`config.mk`:
```
export PLATFORM = sky130hd
export DESIGN_NAME = time_of_day_counter
export DESIGN_NICKNAME = d
export VERILOG_FILES = /design/src/rtl/time_of_day_counter.sv
export SDC_FILE = /design/constraint.sdc
export NUM_CORES = 1
export LEC_CHECK = 0
export ABC_AREA = 1
export CAP_MARGIN = 40
export CORE_ASPECT_RATIO = 1.1
export CORE_UTILIZATION = 55
export DETAILED_ROUTE_END_ITERATION = 10
export PLACE_DENSITY = 0.87
export SYNTH_ARGS = -nofsm -noshare
export SYNTH_HDL_FRONTEND = slang
export SYNTH_SLANG_ARGS = --single-unit
```
`constraint.sdc`:
```
create_clock -name clk -period 3.9 [get_ports clk]
set_clock_uncertainty 0.1 [all_clocks]
set_input_delay 0.585 -clock clk [delete_from_list [all_inputs] [get_ports clk]]
set_output_delay 0.585 -clock clk [all_outputs]
set_load 0.03 [all_outputs]
```
`src/rtl/time_of_day_counter.sv`:
```
// BCD time-of-day counter driven by the 1 Hz timebase, with minute/hour set buttons.
// Edges are registered one stage ahead of the time update.
module time_of_day_counter #(
    parameter bit HOUR_24 = 1'b1
) (
    input  logic       clk,
    input  logic       reset,
    input  logic       signal,
    input  logic       inc_min,
    input  logic       inc_hour,
    output logic [7:0] sec_bcd,
    output logic [7:0] min_bcd,
    output logic [7:0] hour_bcd,
    output logic       pm,
    output logic       sec_pulse,
    output logic       day_wrap
);

    localparam logic [7:0] HOUR_RST = HOUR_24 ? 8'h00 : 8'h12;

    logic sig_h, min_h, hour_h;
    logic tick_e, min_e, hour_e;

    logic [7:0] sec_r, min_r, hour_r;
    logic       pm_r, pulse_r, wrap_r;

    logic [7:0] sec_n, min_n, hour_n;
    logic       pm_n, pulse_n, wrap_n;

    logic [7:0] min_adv, hour_adv;
    logic       pm_adv, day_adv;

    // Two-digit BCD increment without range wrap.
    function automatic logic [7:0] bcd_inc(input logic [7:0] v);
        if (v[3:0] == 4'd9)
            return {4'(v[7:4] + 4'd1), 4'd0};
        else
            return {v[7:4], 4'(v[3:0] + 4'd1)};
    endfunction

    // History tracks the input even in reset, so a level held across release gives no edge.
    always_ff @(posedge clk) begin
        sig_h  <= signal;
        min_h  <= inc_min;
        hour_h <= inc_hour;
        if (reset) begin
            tick_e <= 1'b0;
            min_e  <= 1'b0;
            hour_e <= 1'b0;
        end else begin
            tick_e <= signal & ~sig_h;
            min_e  <= inc_min & ~min_h;
            hour_e <= inc_hour & ~hour_h;
        end
    end

    always_ff @(posedge clk) begin
        if (reset) begin
            sec_r   <= 8'h00;
            min_r   <= 8'h00;
            hour_r  <= HOUR_RST;
            pm_r    <= 1'b0;
            pulse_r <= 1'b0;
            wrap_r  <= 1'b0;
        end else begin
            sec_r   <= sec_n;
            min_r   <= min_n;
            hour_r  <= hour_n;
            pm_r    <= pm_n;
            pulse_r <= pulse_n;
            wrap_r  <= wrap_n;
        end
    end

    // Single-step successors of minutes and hours, shared by tick carries and set buttons.
    always_comb begin
        min_adv  = (min_r == 8'h59) ? 8'h00 : bcd_inc(min_r);
        hour_adv = bcd_inc(hour_r);
        pm_adv   = pm_r;
        day_adv  = 1'b0;
        if (HOUR_24) begin
            if (hour_r == 8'h23) begin
                hour_adv = 8'h00;
                day_adv  = 1'b1;
            end
        end else begin
            if (hour_r == 8'h12) begin
                hour_adv = 8'h01;
            end else if (hour_r == 8'h11) begin
                pm_adv  = ~pm_r;
                day_adv = pm_r;
            end
        end
    end

    // A set edge takes precedence and swallows a coincident tick.
    always_comb begin
        sec_n   = sec_r;
        min_n   = min_r;
        hour_n  = hour_r;
        pm_n    = pm_r;
        pulse_n = 1'b0;
        wrap_n  = 1'b0;
        if (min_e || hour_e) begin
            if (min_e) begin
                min_n = min_adv;
                sec_n = 8'h00;
            end
            if (hour_e) begin
                hour_n = hour_adv;
                pm_n   = pm_adv;
            end
        end else if (tick_e) begin
            pulse_n = 1'b1;
            if (sec_r == 8'h59) begin
                sec_n = 8'h00;
                min_n = min_adv;
                if (min_r == 8'h59) begin
                    hour_n = hour_adv;
                    pm_n   = pm_adv;
                    wrap_n = day_adv;
                end
            end else begin
                sec_n = bcd_inc(sec_r);
            end
        end
    end

    assign sec_bcd   = sec_r;
    assign min_bcd   = min_r;
    assign hour_bcd  = hour_r;
    assign pm        = pm_r;
    assign sec_pulse = pulse_r;
    assign day_wrap  = wrap_r;

endmodule

```
# [Word-level counts from Yosys, hierarchy flattened]
# Cells that the tools add are included.
[classes] n_addsub=6 n_eq_ne=8 n_mux=20 n_bitwise=9 n_reduce_logical=11
[ops] cell="$mux W8" count=18
[ops] cell="$add A4 B1 Y4 const B" count=6
[ops] cell="$eq A8 B7 Y1 const B" count=2
[ops] cell="$eq A4 B4 Y1 const B" count=3
[ops] cell="$eq A8 B6 Y1 const B" count=1
[ops] cell="$not A1 Y1" count=6
[ops] cell="$reduce_and A3 Y1" count=2
[ops] cell="$reduce_bool A2 Y1" count=3
[ops] cell="$reduce_or A5 Y1" count=1
[ops] cell="$ne A2 B2 Y1 const B" count=2
[ops] cell="$reduce_and A4 Y1" count=1
[ops] cell="$and A1 B1 Y1" count=3
[ops] cell="$reduce_bool A3 Y1" count=1
[ops] cell="$mux W1" count=2
[ops] cell="$reduce_and A2 Y1" count=1
[ops] cell="$reduce_or A2 Y1" count=1
[ops] cell="$logic_or A1 B1 Y1" count=1
[totals] regBits=32 in_bits=5 out_inout_bits=27 elab_cells=66

# [Depth between registers and ports, before layout]
[logic_depth] ltp_word=7 depth_mapped=11 ltp_nobuf=11

# [Worst setup path after synthesis]
# OpenSTA, ideal clock, no wires.
[synth_path] kind="reg-to-reg" from="register min_r[0] (netlist: min_bcd[0])" to="register hour_r[6] (netlist: hour_bcd[6])" setup_ps=134 t_arrival_ps=1493 slack_ps=2173 stages_incl_launch_ff=9 n_path_buf=0 path_cell_list="dfxtp_1 > ha_1 > nand3_1 > nor2_1 > nor2_4 > nor2_4 > nand2_1 > nand2_1 > a21oi_1"
[synth_via] elab_chain_cells=3
[synth_lines] element="start: declaration" line_no="24" source="logic [7:0] sec_r, min_r, hour_r;"
[synth_lines] element="start signal: assignment" line_no="67" source="min_r <= min_n;"
[synth_lines] element="$eq A8 B7 Y1" line_no="118" source="if (min_r == 8'h59) begin"
[synth_lines] element="$reduce_bool A2 Y1 (no source line)"
[synth_lines] element="$reduce_and A4 Y1 (no source line)"
[synth_lines] element="end signal: assignment" line_no="68" source="hour_r <= hour_n;"
[synth_lines] element="end: declaration" line_no="24"
# No other way between the ends.
# A chain may end at the register's enable or synchronous reset.

# [Final worst setup path]
[layout_path] from="register hour_r[6] (netlist: hour_bcd[6])" to="output hour_bcd[6]"
[layout_lines] element="end: declaration" line_no="13" source="output logic [7:0] hour_bcd,"
# No word-level cell between the ends.

==> impl_metrics.py <==
metrics = {
    "setup_path": {
        "path_max_fanout": 6,
        "cp-start-kind": "flip-flop",
        "worstSetupPathType": "reg -> out",
        "cp_slowest_cell": "clkdlybuf4s50_1",
        "cp.arrival_ns": 1.51,
        "cp_slowest_stage_delay_ns": 0.72,
        "cp_num_buf_inv": 1,
        "end_kind": "output port",
        "worstPathRequired_ns": 3.21,
        "crit_family": "buffers and inverters",
        "path_cells": "clkdlybuf4s50_1",
    },
    "drt": {
        "wirelength_mm": 3.48,
        "postRouteAntennaNets": 0,
        "drc": 0,
        "vias": 1548,
        "drt_iter0_markers": 31,
        "avgViaCountPerCell": 5.19,
        "firstDrtPassIters": 4,
        "wl_per_cell_um": 11.7,
    },
    "floorplanning": {
        "die_w_um": 55.1,
        "dieArea_mm2": 0.00333,
        "initial_utilization_pct": 59.9,
        "die_y_um": 60.4,
        "coreArea_mm2": 0.00285,
        "core.rowCount": 20,
        "pin_count": 32,
    },
    "cts": {
        "cts_hold_buffers": 0,
        "post_cts_buffers": 0,
        "clkTransAtPathRegs_ns": 0.10,
        "cts_root_buffer": "clkbuf_4",
        "cts_tree": "yes",
        "clock-sinks": 32,
        "clkLatencyLatePin_ns": 0.33,
        "clock_path_buffers": 2,
        "h-tree-depth": 2,
        "numCtsBuffers": 5,
        "cts_resized": 0,
    },
    "layout": {
        "diodes": 0,
        "layout-drive-gt1-share_pct": 10.6,
        "fin_nets": 279,
        "mostFrequentLayoutCells": "40 x nor2_1, 32 x dfxtp_1, 30 x clkdlybuf4s50_1",
        "final_common_cell": "nor2_1",
        "syn2layout_area_growth_pct": 23.6,
        "final_area_mm2": 0.00211,
    },
    "yosys": {
        "ys_seq_elements": 32,
        "synth_cell_types": 29,
        "yosysWarnings": 0,
        "synth_cells": 230,
        "synth.avg_cell_area_um2": 7.43,
        "ys_seq_area_share_pct": 37.5,
        "synth_area_mm2": 0.00171,
        "syn_nets": 245,
    },
    "timing": {
        "max_freq_mhz": 455,
        "tightest_slew_ns": 0.531,
        "timing.setup.tns_ns": 0,
        "timing.final.crit_share_pct": 56.3,
        "timing_hold_violations_final": 0,
        "fin_crit_ns": 2.20,
        "slew_headroom_pct": 64.5,
        "rsz0062_at_grt": "false",
        "slew_violations": 0,
        "finalSetupViolations": 0,
    },
    "job": {
        "maxCapViolations": 0,
    },
    "grt": {
        "antenna_found_initial": 0,
        "grt.overflow.total": 0,
        "grt_usage_pct": 23.9,
        "grt_max_degree": 17,
        "grt_pass1_vias": 1332,
        "grt_first_pass_wirelength_mm": 5.62,
    },
    "power_and_ir_drop": {
        "p_leak_nw": 0.851,
        "seqPwrFrac_pct": 53.6,
        "clockPowerShare_pct": 39.3,
        "p_sw_share_pct": 23.2,
        "p_sw_w": 0.000146,
        "p_comb_share_pct": 7.1,
        "internal_power_w": 0.000482,
        "ir_drop_uv": 313,
        "power.density_mw_per_mm2": 297,
    },
    "placed_design": {
        "place_congestion": 0.833,
        "dpl-instance-area_mm2": 0.00203,
        "port_buffers": 30,
        "dp_hpwl_mm": 2.61,
    },
    "min_path": {
        "hold_class": "reg -> reg",
    },
    "run_status": {
        "status": "finished, final reports clean",
    },
}
[synth_stat cells, drive strengths merged]
master   n  share of area (%)
ha      10                7.3
nor2    44                 12
or2      1               0.37
clkbuf   2               0.44
o21a     1               0.44
nand2   37                 10
dfxtp   32                 38
a41oi    1               0.51
conb     1               0.22
xnor2    1               0.51
nor3     2               0.59
nand3   23                6.7
o21ai   15                5.3
inv     29                6.5
nand4    3                1.1
a31o     1               0.51
buf      1               0.44
a21oi   21                6.8
xor2     5                2.6
[logic make-up (layout without fill, tap and decap cells)]
logic type	count (synthesis)	in the layout	share of synthesized area (%)
other	1	1	0.220
buffers and inverters	32	67	7.40
xor gates and xnor gates	6	6	3.08
and+or+nand+nor	110	110	30.9
adders and majority gates	10	10	7.33
AOI/OAI and AO/OA	39	39	13.6
DFF	32	32	37.5
[metal layers]
| metal | vias to the layer above | wire (um) | global-route usage, % |
|---|---|---|---|
| met5 | - | 0 | 0 |
| met2 | 32 | 1700 | 40.4 |
| met3 | 9 | 116 | 7.02 |
| li1 | 813 | - | - |
| met1 | 694 | 1600 | 28.1 |
| met4 | 0 | 64 | 9.29 |
[metrics by stage]
| step | cells | hold slack, ns | total power [W] | setup WS (ns) | util (%) |
|---|---|---|---|---|---|
| 2_1_floorplan | 230 | 0.267 | 0.000375 | 2.17 | - |
| 5_1_grt | 298 | 0.295 | 0.000653 | 1.63 | 74.0 |
| 6_report | 298 | 0.284 | 0.000628 | 1.70 | 74.0 |
| 3_3_place_gp | 290 | 0.271 | 0.000388 | 1.72 | 71.3 |
| 4_1_cts | 298 | 0.285 | 0.000631 | 1.69 | 74.0 |
| 3_5_place_dp | 290 | 0.271 | 0.000389 | 1.64 | 71.3 |
[power by group through the flow]
stage          combinational (W)  sequential (W)  clock (W)
2_1_floorplan          0.0000272        0.000348          0
3_3_place_gp           0.0000435        0.000344          0
3_5_place_dp           0.0000445        0.000344          0
4_1_cts                0.0000447        0.000337   0.000250
5_1_grt                0.0000493        0.000337   0.000266
6_report               0.0000444        0.000337   0.000247
[layout make-up]
cell class,instances,area [um2]
Clock buffer,6,41.3
Sequential cell,32,641
Clock inverter,2,35.0
Fill cell,224,742
Timing Repair Buffer,30,300
Tap cell,33,41.3
Multi-Input combinational cell,166,941
Inverter,29,111
[path summary, 6_finish.rpt]
path / start / endpoint / slack [ns] / cells after the start
worst max-delay path: hour_bcd[6] / hour_bcd[6] / 1.70 / 1
worst min-delay path: hour_h / hour_e / 0.28 / 1
worst max register to register: hour_bcd[0] / hour_bcd[6] / 2.10 / 9
worst min register to register: hour_h / hour_e / 0.28 / 1
Note: power is estimated with default switching activity, not from simulation.
